<file path="config.mk">
export PLATFORM = sky130hd
export DESIGN_NAME = wfg_capture_mem_flat
export DESIGN_NICKNAME = d
export VERILOG_FILES = /design/src/rtl/wfg_capture_mem_pkg.sv /design/src/rtl/wfg_capture_mem_if.sv /design/src/rtl/wfg_capture_mem.sv /design/src/flat_wrapper.sv
export SDC_FILE = /design/constraint.sdc
export NUM_CORES = 1
export LEC_CHECK = 0
export CORE_UTILIZATION = 44
export CTS_CLUSTER_SIZE = 20
export DETAILED_ROUTE_END_ITERATION = 8
export PLACE_DENSITY_LB_ADDON = 0.08
export REMOVE_ABC_BUFFERS = 1
export SETUP_SLACK_MARGIN = 0.2
export SLEW_MARGIN = 20
export SYNTH_ARGS = -nofsm -noshare
export SYNTH_HDL_FRONTEND = slang
export SYNTH_SLANG_ARGS = --single-unit
export TNS_END_PERCENT = 1
</file>
<file path="constraint.sdc">
create_clock -name clk -period 5 [get_ports clk]
set_input_delay 0.75 -clock clk [delete_from_list [all_inputs] [get_ports clk]]
set_output_delay 0.75 -clock clk [all_outputs]
set_load 0.05 [all_outputs]
</file>
<file path="src/rtl/wfg_capture_mem_pkg.sv">
// Shared types and constants for the waveform-generator capture memory writer.
// Holds the FSM state encoding and the 17-bit address step helper.
package wfg_capture_mem_pkg;

    localparam int          ADDR_W    = 10;
    localparam int          DATA_W    = 32;
    localparam int          PTR_W     = 16;
    localparam int          INC_W     = 8;
    localparam logic [3:0]  FULL_MASK = 4'hF;

    typedef enum logic [1:0] {
        CAP_ST_IDLE  = 2'd0,
        CAP_ST_ARMED = 2'd1,
        CAP_ST_WRITE = 2'd2,
        CAP_ST_DONE  = 2'd3
    } wfg_capture_mem_states_t;

    typedef struct packed {
        logic             past_end;
        logic [PTR_W-1:0] addr;
    } addr_step_t;

    // The sum is kept at 17 bits so a step past 16'hFFFF counts as past the end
    // instead of silently folding back to a small address.
    function automatic addr_step_t next_addr(
        input logic [PTR_W-1:0] cur,
        input logic [INC_W-1:0] inc,
        input logic [PTR_W-1:0] end_val
    );
        logic [PTR_W:0] sum;
        addr_step_t     res;
        sum          = {1'b0, cur} + {{(PTR_W+1-INC_W){1'b0}}, inc};
        res.past_end = (sum > {1'b0, end_val});
        res.addr     = sum[PTR_W-1:0];
        return res;
    endfunction

endpackage

</file>
<file path="src/rtl/wfg_capture_mem_if.sv">
// AXI-Stream sample bus feeding the capture memory writer.
interface wfg_capture_mem_if;
    import wfg_capture_mem_pkg::*;

    logic              wfg_axis_tvalid;
    logic              wfg_axis_tready;
    logic [DATA_W-1:0] wfg_axis_tdata;

    modport master (
        output wfg_axis_tvalid,
        output wfg_axis_tdata,
        input  wfg_axis_tready
    );

    modport slave (
        input  wfg_axis_tvalid,
        input  wfg_axis_tdata,
        output wfg_axis_tready
    );

endinterface

</file>
<file path="src/rtl/wfg_capture_mem.sv">
// Stream sink writing each accepted beat to SRAM at START..END in INC steps.
// Define WFG_CAPTURE_MEM_ONESHOT_EN to stop at the end address instead of wrapping.
module wfg_capture_mem
    import wfg_capture_mem_pkg::*;
(
    input  logic                clk,
    input  logic                rst,
    wfg_capture_mem_if.slave    wfg_axis,
    input  logic                ctrl_en_q_i,
    input  logic [PTR_W-1:0]    start_val_q_i,
    input  logic [PTR_W-1:0]    end_val_q_i,
    input  logic [INC_W-1:0]    inc_val_q_i,
    output logic                done_o,
    output logic [PTR_W-1:0]    count_o,
    output logic                csb0,
    output logic                web0,
    output logic [3:0]          wmask0,
    output logic [ADDR_W-1:0]   addr0,
    output logic [DATA_W-1:0]   din0
);

    localparam logic [1:0] ST_IDLE  = CAP_ST_IDLE;
    localparam logic [1:0] ST_ARMED = CAP_ST_ARMED;
    localparam logic [1:0] ST_WRITE = CAP_ST_WRITE;
    localparam logic [1:0] ST_DONE  = CAP_ST_DONE;

    logic [1:0]        r_state;
    logic [PTR_W-1:0]  r_cur_address;
    logic [DATA_W-1:0] r_data;
    logic [PTR_W-1:0]  r_count;

    logic [1:0]        w_state_next;
    logic [PTR_W-1:0]  w_cur_address_next;
    logic [PTR_W-1:0]  w_count_next;
    logic              w_tready;
    logic              w_handshake;
    logic              w_writing;
    addr_step_t        w_step;

    // tready never looks at tvalid, so upstream may wait on it freely.
    assign w_tready    = (r_state == ST_ARMED) & ctrl_en_q_i;
    assign w_handshake = w_tready & wfg_axis.wfg_axis_tvalid;
    assign w_writing   = (r_state == ST_WRITE);
    assign w_step      = next_addr(r_cur_address, inc_val_q_i, end_val_q_i);

    always_comb begin
        w_state_next = r_state;
        case (r_state)
            ST_IDLE: begin
                if (ctrl_en_q_i) begin
                    w_state_next = ST_ARMED;
                end
            end
            ST_ARMED: begin
                if (!ctrl_en_q_i) begin
                    w_state_next = ST_IDLE;
                end else if (w_handshake) begin
                    w_state_next = ST_WRITE;
                end
            end
            ST_WRITE: begin
                if (!ctrl_en_q_i) begin
                    w_state_next = ST_IDLE;
                end else if (w_step.past_end) begin
`ifdef WFG_CAPTURE_MEM_ONESHOT_EN
                    w_state_next = ST_DONE;
`else
                    w_state_next = ST_ARMED;
`endif
                end else begin
                    w_state_next = ST_ARMED;
                end
            end
            ST_DONE: begin
                if (!ctrl_en_q_i) begin
                    w_state_next = ST_IDLE;
                end
            end
            default: w_state_next = ST_IDLE;
        endcase
    end

    // The base is only reloaded in idle; register edits while armed apply at the next step.
    always_comb begin
        w_cur_address_next = r_cur_address;
        if (r_state == ST_IDLE) begin
            w_cur_address_next = start_val_q_i;
        end else if (w_writing) begin
            w_cur_address_next = w_step.past_end ? start_val_q_i : w_step.addr;
        end
    end

    always_comb begin
        w_count_next = r_count;
        if (r_state == ST_IDLE) begin
            w_count_next = '0;
        end else if (w_writing && (r_count != {PTR_W{1'b1}})) begin
            w_count_next = r_count + 1'b1;
        end
    end

    always_ff @(posedge clk) begin
        if (rst) begin
            r_state       <= ST_IDLE;
            r_cur_address <= start_val_q_i;
            r_data        <= '0;
            r_count       <= '0;
        end else begin
            r_state       <= w_state_next;
            r_cur_address <= w_cur_address_next;
            r_count       <= w_count_next;
            if (w_handshake) begin
                r_data <= wfg_axis.wfg_axis_tdata;
            end
        end
    end

    // SRAM strobes decode straight from state; address and data are registers,
    // so both are stable for the whole write cycle.
    assign wfg_axis.wfg_axis_tready = w_tready;
    assign csb0    = ~w_writing;
    assign web0    = ~w_writing;
    assign wmask0  = FULL_MASK;
    assign addr0   = r_cur_address[ADDR_W-1:0];
    assign din0    = r_data;
    assign count_o = r_count;

`ifdef WFG_CAPTURE_MEM_ONESHOT_EN
    assign done_o = (r_state == ST_DONE);
`else
    assign done_o = 1'b0;
`endif

endmodule

</file>
<file path="src/flat_wrapper.sv">
// flat-port wrapper written by rule: the top's interface ports become plain ports
module wfg_capture_mem_flat import wfg_capture_mem_pkg::*;
  (clk, rst, ctrl_en_q_i, start_val_q_i, end_val_q_i, inc_val_q_i, done_o, count_o, csb0, web0, wmask0, addr0, din0, wfg_axis_wfg_axis_tvalid, wfg_axis_wfg_axis_tdata, wfg_axis_wfg_axis_tready);
  wfg_capture_mem_if wfg_axis_i ();
  input  logic clk;
  input  logic rst;
  input  logic ctrl_en_q_i;
  input  logic [PTR_W-1:0] start_val_q_i;
  input  logic [PTR_W-1:0] end_val_q_i;
  input  logic [INC_W-1:0] inc_val_q_i;
  output logic done_o;
  output logic [PTR_W-1:0] count_o;
  output logic csb0;
  output logic web0;
  output logic [3:0] wmask0;
  output logic [ADDR_W-1:0] addr0;
  output logic [DATA_W-1:0] din0;
  input wire logic [$bits(wfg_axis_i.wfg_axis_tvalid)-1:0] wfg_axis_wfg_axis_tvalid;
  input wire logic [$bits(wfg_axis_i.wfg_axis_tdata)-1:0] wfg_axis_wfg_axis_tdata;
  output wire logic [$bits(wfg_axis_i.wfg_axis_tready)-1:0] wfg_axis_wfg_axis_tready;
  assign wfg_axis_i.wfg_axis_tvalid = wfg_axis_wfg_axis_tvalid;
  assign wfg_axis_i.wfg_axis_tdata = wfg_axis_wfg_axis_tdata;
  assign wfg_axis_wfg_axis_tready = wfg_axis_i.wfg_axis_tready;
  wfg_capture_mem u_core (.clk(clk), .rst(rst), .wfg_axis(wfg_axis_i), .ctrl_en_q_i(ctrl_en_q_i), .start_val_q_i(start_val_q_i), .end_val_q_i(end_val_q_i), .inc_val_q_i(inc_val_q_i), .done_o(done_o), .count_o(count_o), .csb0(csb0), .web0(web0), .wmask0(wmask0), .addr0(addr0), .din0(din0));
endmodule
</file>
; After elaboration in Yosys (flattened, before gate mapping)
; Index checks and enable logic that the tools add are counted.
; W data, S select, Z words.
[op_classes]
addsub = 2
n_lt_le_gt_ge = 1
n_eq_ne = 7
muxes = 10
n_bitwise = 3
n_reduce_logical = 5
[ops]
columns = op, n
row1 = $mux W16, 4
row2 = $add A16 B8 Y17, 1
row3 = $gt A17 B16 Y1, 1
row4 = $add A16 B1 Y16 const B, 1
row5 = $ne A16 B16 Y1 const B, 1
row6 = $mux W2, 4
row7 = $pmux W2 S4, 1
row8 = $eq A2 B2 Y1 const B, 2
row9 = $ne A2 B2 Y1 const B, 2
row10 = $ne A3 B2 Y1 const B, 1
row11 = $reduce_and A3 Y1, 1
row12 = $reduce_bool A3 Y1, 1
row13 = $and A1 B1 Y1, 2
row14 = $eq A2 B1 Y1 const B, 1
row15 = $logic_not A2 Y1, 1
row16 = $reduce_or A2 Y1, 1
row17 = $logic_and A1 B1 Y1, 1
row18 = $mux W1, 1
row19 = $not A1 Y1, 1
[word_totals]
reg_bits = 66
in_bits = 76
output_inout_bits = 66
wordCells = 32

; Longest topological paths before layout
[logic_depth]
depth_word = 6
depth_mapped = 15
ltp_nobuf = 14

; Least setup slack after synthesis
; OpenSTA, ideal clock, no wires.
[synth_timing]
path_type = input port to flip-flop
start = in inc_val_q_i[0]
end = reg u_core.r_cur_address[10] (data pin)
setup_time_ps = 260
t_arrival_ps = 3702
t_required_ps = 4740
setup_slack_ps = 1038
path_stages = 15
path_buffers = 1
cell_sequence = ha_1 > fa_1 > a211oi_2 > o21bai_2 > o21ai_4 > nor2_1 > xor2_1 > ha_1 > nand4_1 > nor2_1 > mux2i_1 > o31ai_4 > o211ai_4 > buf_12 > mux2_4
[synth_between]
elab_chain_cells = 6
[synth_rtl]
columns = element, line
row1 = "start, declared", flat_wrapper.sv:10  ; input logic [INC_W-1:0] inc_val_q_i;
row2 = $add A16 B8 Y17 (*), wfg_capture_mem_pkg.sv:32  ; sum = {1'b0, cur} + {{(PTR_W+1-INC_W){1'b0}}, inc};
row3 = $gt A17 B16 Y1, wfg_capture_mem_pkg.sv:33  ; res.past_end = (sum > {1'b0, end_val});
row4 = $mux W16 (*), wfg_capture_mem.sv:89  ; w_cur_address_next = w_step.past_end ? start_val_q_i : w_step.addr;
row5 = $mux W16 (*), wfg_capture_mem.sv:88  ; end else if (w_writing) begin
row6 = $mux W16 (*), wfg_capture_mem.sv:86  ; if (r_state == ST_IDLE) begin
row7 = $mux W16 (*), wfg_capture_mem.sv:103  ; if (rst) begin
row8 = "end signal, assigned", wfg_capture_mem.sv:105  ; r_cur_address <= start_val_q_i;
row9 = "end signal, assigned", wfg_capture_mem.sv:110  ; r_cur_address <= w_cur_address_next;
row10 = "end, declared", wfg_capture_mem.sv:28  ; logic [PTR_W-1:0] r_cur_address;
; Every way passes the cells marked *; elsewhere a longest branch is shown, timed or not. The select of a mux whose other input is x is not followed.
; A chain may end at the register's enable or synchronous reset.

; Worst setup path after layout
[layout_timing]
start = in inc_val_q_i[0]
end = reg u_core.r_cur_address[4] (data pin)
; Same word-level chain as after synthesis.

==> metrics.cfg <==
[timing]
final.min_clock_period_ps = 4342
hold_ws_ps = 455.0
worst_slew_pin_slew_ps = 1027
fin_ws_ps = 658.0
slew_viol_final = 0
tns_ps = 0
slew_headroom = 0.3137
hold_violations = 0
fin_crit_sh = 0.8684
rsz0062_at_grt = no
timing.fmax_ghz = 0.2303
skew_ps = 8.391
setup_viol = 0

[global_route]
antenna_found_initial = 0
grt_pass1_wl_um = 13970
track_usage = 0.2068
grt_pass1_vias = 3082
gr-total-overflow = 0
grt_max_degree = 35

[setup_path]
reg2reg_depth = 14
cp_max_fo = 16
arrival_ps = 4430
crit_type = in2reg
ff2ff_setup_slack_ps = 1060
crit_chain = clkdlybuf4s50_1, ha_1, fa_1, a211oi_2, o21bai_2, o21ai_4, nor2_1, xor2_1, ha_1, nand4_1, nor2_1, mux2i_1, o31ai_4, o211ai_4, mux2_2
crit_path_max_incr_delay_ps = 440
cp-start-kind = input port
cp_slowest_cell = fa_1
r2r-start = u_core.r_cur_address[0]$_DFFE_PP_
cp.required_ps = 5090
cp-end-kind = register
reg2reg_to = u_core.r_cur_address[4]$_DFFE_PP_

[clock_network]
cts_resized = 0
cts_root_buf = clkbuf_8
cts_htree_levels = 3
cts_setup_buffers = 0
clock_path_buffers = 2
clk_latency_ps = 340
path_clk_slew_ps = 70
ctsHoldBuffers = 0
cts_tree = built
cts_sinks = 66
cts_made_buffers = 9

[layout]
nets = 631
diodes = 0
final_cell_mix = clkdlybuf4s50_1 (136), nand2_1 (77), dfxtp_1 (50)
drive_gt1_frac = 0.08052
layout_commonest_cell = clkdlybuf4s50_1
final_util = 0.6423
final_cell_area_mm2 = 0.005251
fin_cells = 639
area.growth.synth_to_final_pct = 42.56

[power_and_ir_drop]
p_sw_frac = 0.2878
irDropWorstVdd_mv = 0.1878
pwr-share-seq = 0.381
p_int_mw = 1.095
p_per_area_mw_per_mm2 = 292.7
p_switching_mw = 0.4422
power_mw = 1.537
leakagePower_nw = 1.999
combPwrFrac = 0.253
p_clk_frac = 0.366

[place]
io_buffers = 136
pre_cts_ws_ps = 273.5
dp_cells = 623
gp_congestion = 0.8005
dpl_cell_area_mm2 = 0.004995
dpl.hpwl_um = 6538

[yosys]
synth-seq-area-share = 0.4022
post_synth.cell_area_avg_um2 = 9.006
synth_enable_flop_cells = 16
syn_inst = 409
async_reset_ff_frac = 0
yosys_most_used_dff = dfxtp_1
ys_ff_latch = 66
ys_warn_count = 0
yosysUniqueCellTypes = 48
synth.cell_area_mm2 = 0.003684

[outcome]
status = complete, no violations

[detailed_routing]
first_iter_violations = 83
dr.pass1.iters = 4
drc = 0
totalWireLength_um = 8866
wl_per_cell_um = 13.87
vias = 3142
antenna_left = 0
viasPerCell = 4.917

[die]
io_pins = 142
initial_utilization = 0.4506
dieArea_mm2 = 0.008741
rows = 33
die_h_um = 93.50
die_w_um = 93.50
coreArea_mm2 = 0.008175

[worst_hold_path]
min_to = u_core.din0[28]$_SDFFE_PP0P_
hold_depth = 2
worstHoldStart = u_core.din0[28]$_SDFFE_PP0P_
holdCritPathClass = reg2reg

[run]
maxCapViolCount = 0

==> metal layers <==
layer | share of wire | track usage | wire, um
met2 | 0.47 | 0.3480 | 4169
met5 | 0 | 0 | 0
met1 | 0.43 | 0.2368 | 3811
met3 | 0.087 | 0.07561 | 772
met4 | 0.013 | 0.08333 | 112
==> cells in the mapped netlist, types with 2 or more instances <==
cell type / instances / area, um^2
edfxtp_1: 16 / 480.5
conb_1: 2 / 7.510
o21ai_1: 2 / 10.01
buf_1: 2 / 7.510
a21oi_1: 41 / 205.2
and3_1: 2 / 12.51
nor3_1: 8 / 40.04
a31oi_1: 2 / 12.51
ha_1: 25 / 312.8
nand2b_1: 2 / 12.51
nand2_1: 77 / 289.0
inv_1: 22 / 82.58
nand4_1: 7 / 43.79
mux2i_1: 2 / 20.02
clkbuf_1: 6 / 22.52
o21ai_0: 4 / 20.02
dfxtp_1: 50 / 1001
nor2_1: 28 / 105.1
buf_2: 6 / 30.03
or3_1: 3 / 18.77
mux2_2: 6 / 67.56
nand3_1: 15 / 75.07
mux2_4: 10 / 150.1
xor2_1: 6 / 52.55
buf_4: 16 / 120.1
xnor2_1: 22 / 192.7
a21o_1: 5 / 37.54
nor4_1: 2 / 12.51
==> worst max-delay path by stage <==
| stage | from | endpoint | slack (ps) | cells past startpoint |
|---|---|---|---|---|
| 2_1_floorplan | inc_val_q_i[0] | u_core.r_cur_address[0]$_DFFE_PP_ | 1010 | 14 |
| 3_3_place_gp | inc_val_q_i[0] | u_core.r_cur_address[3]$_DFFE_PP_ | 360 | 15 |
| 3_5_place_dp | inc_val_q_i[0] | u_core.r_cur_address[4]$_DFFE_PP_ | 270 | 15 |
| 4_1_cts | inc_val_q_i[0] | u_core.r_cur_address[4]$_DFFE_PP_ | 660 | 15 |
| 5_1_grt | inc_val_q_i[0] | u_core.r_cur_address[2]$_DFFE_PP_ | 500 | 15 |
| 6_report | inc_val_q_i[0] | u_core.r_cur_address[4]$_DFFE_PP_ | 660 | 15 |
==> cells by family after synthesis <==
family                     Yosys count  share of synthesized area
and+or+nand+nor                    148                     0.1726
AOI/OAI and AO/OA                   68                     0.1250
adders and majority gates           26                    0.09035
other                                2                   0.002039
buffers and inverters               53                    0.07677
xor gates and xnor gates            28                    0.06657
muxes                               18                    0.06454
DFF                                 66                     0.4022
==> sequential cells by signal (all words and copies together) (netlist names) <==
register              cells
u_core.din0              32
u_core.r_state            2
u_core.count_o           16
u_core.r_cur_address     16
==> cell type report <==
class,instances,area (um^2)
sequential,66,1481
clock buffer,12,177.7
inverter,22,82.58
timing repair buffer,137,1369
fill,721,2924
multi-input combinational,293,1932
clock inverter,4,77.57
tap,105,131.4
==> critical path, delay by kind of cell <==
family                   cells  cell delay, ps
AO/OA/AOI/OAI                5            1070
XOR/XNOR                     1             160
multiplexers                 2             710
buffers and inverters        1             400
adder cells (fa/ha/maj)      3             980
AND/OR/NAND/NOR              3             360
==> power groups by stage <==
stage / Combinational [mW] / Clock, mW / Sequential, mW
3_3_place_gp: 0.381 / 0 / 0.597
3_5_place_dp: 0.388 / 0 / 0.598
2_1_floorplan: 0.198 / 0 / 0.647
4_1_cts: 0.390 / 0.576 / 0.586
5_1_grt: 0.422 / 0.594 / 0.588
6_report: 0.388 / 0.563 / 0.585
Note: power is estimated with default switching activity, not from simulation.
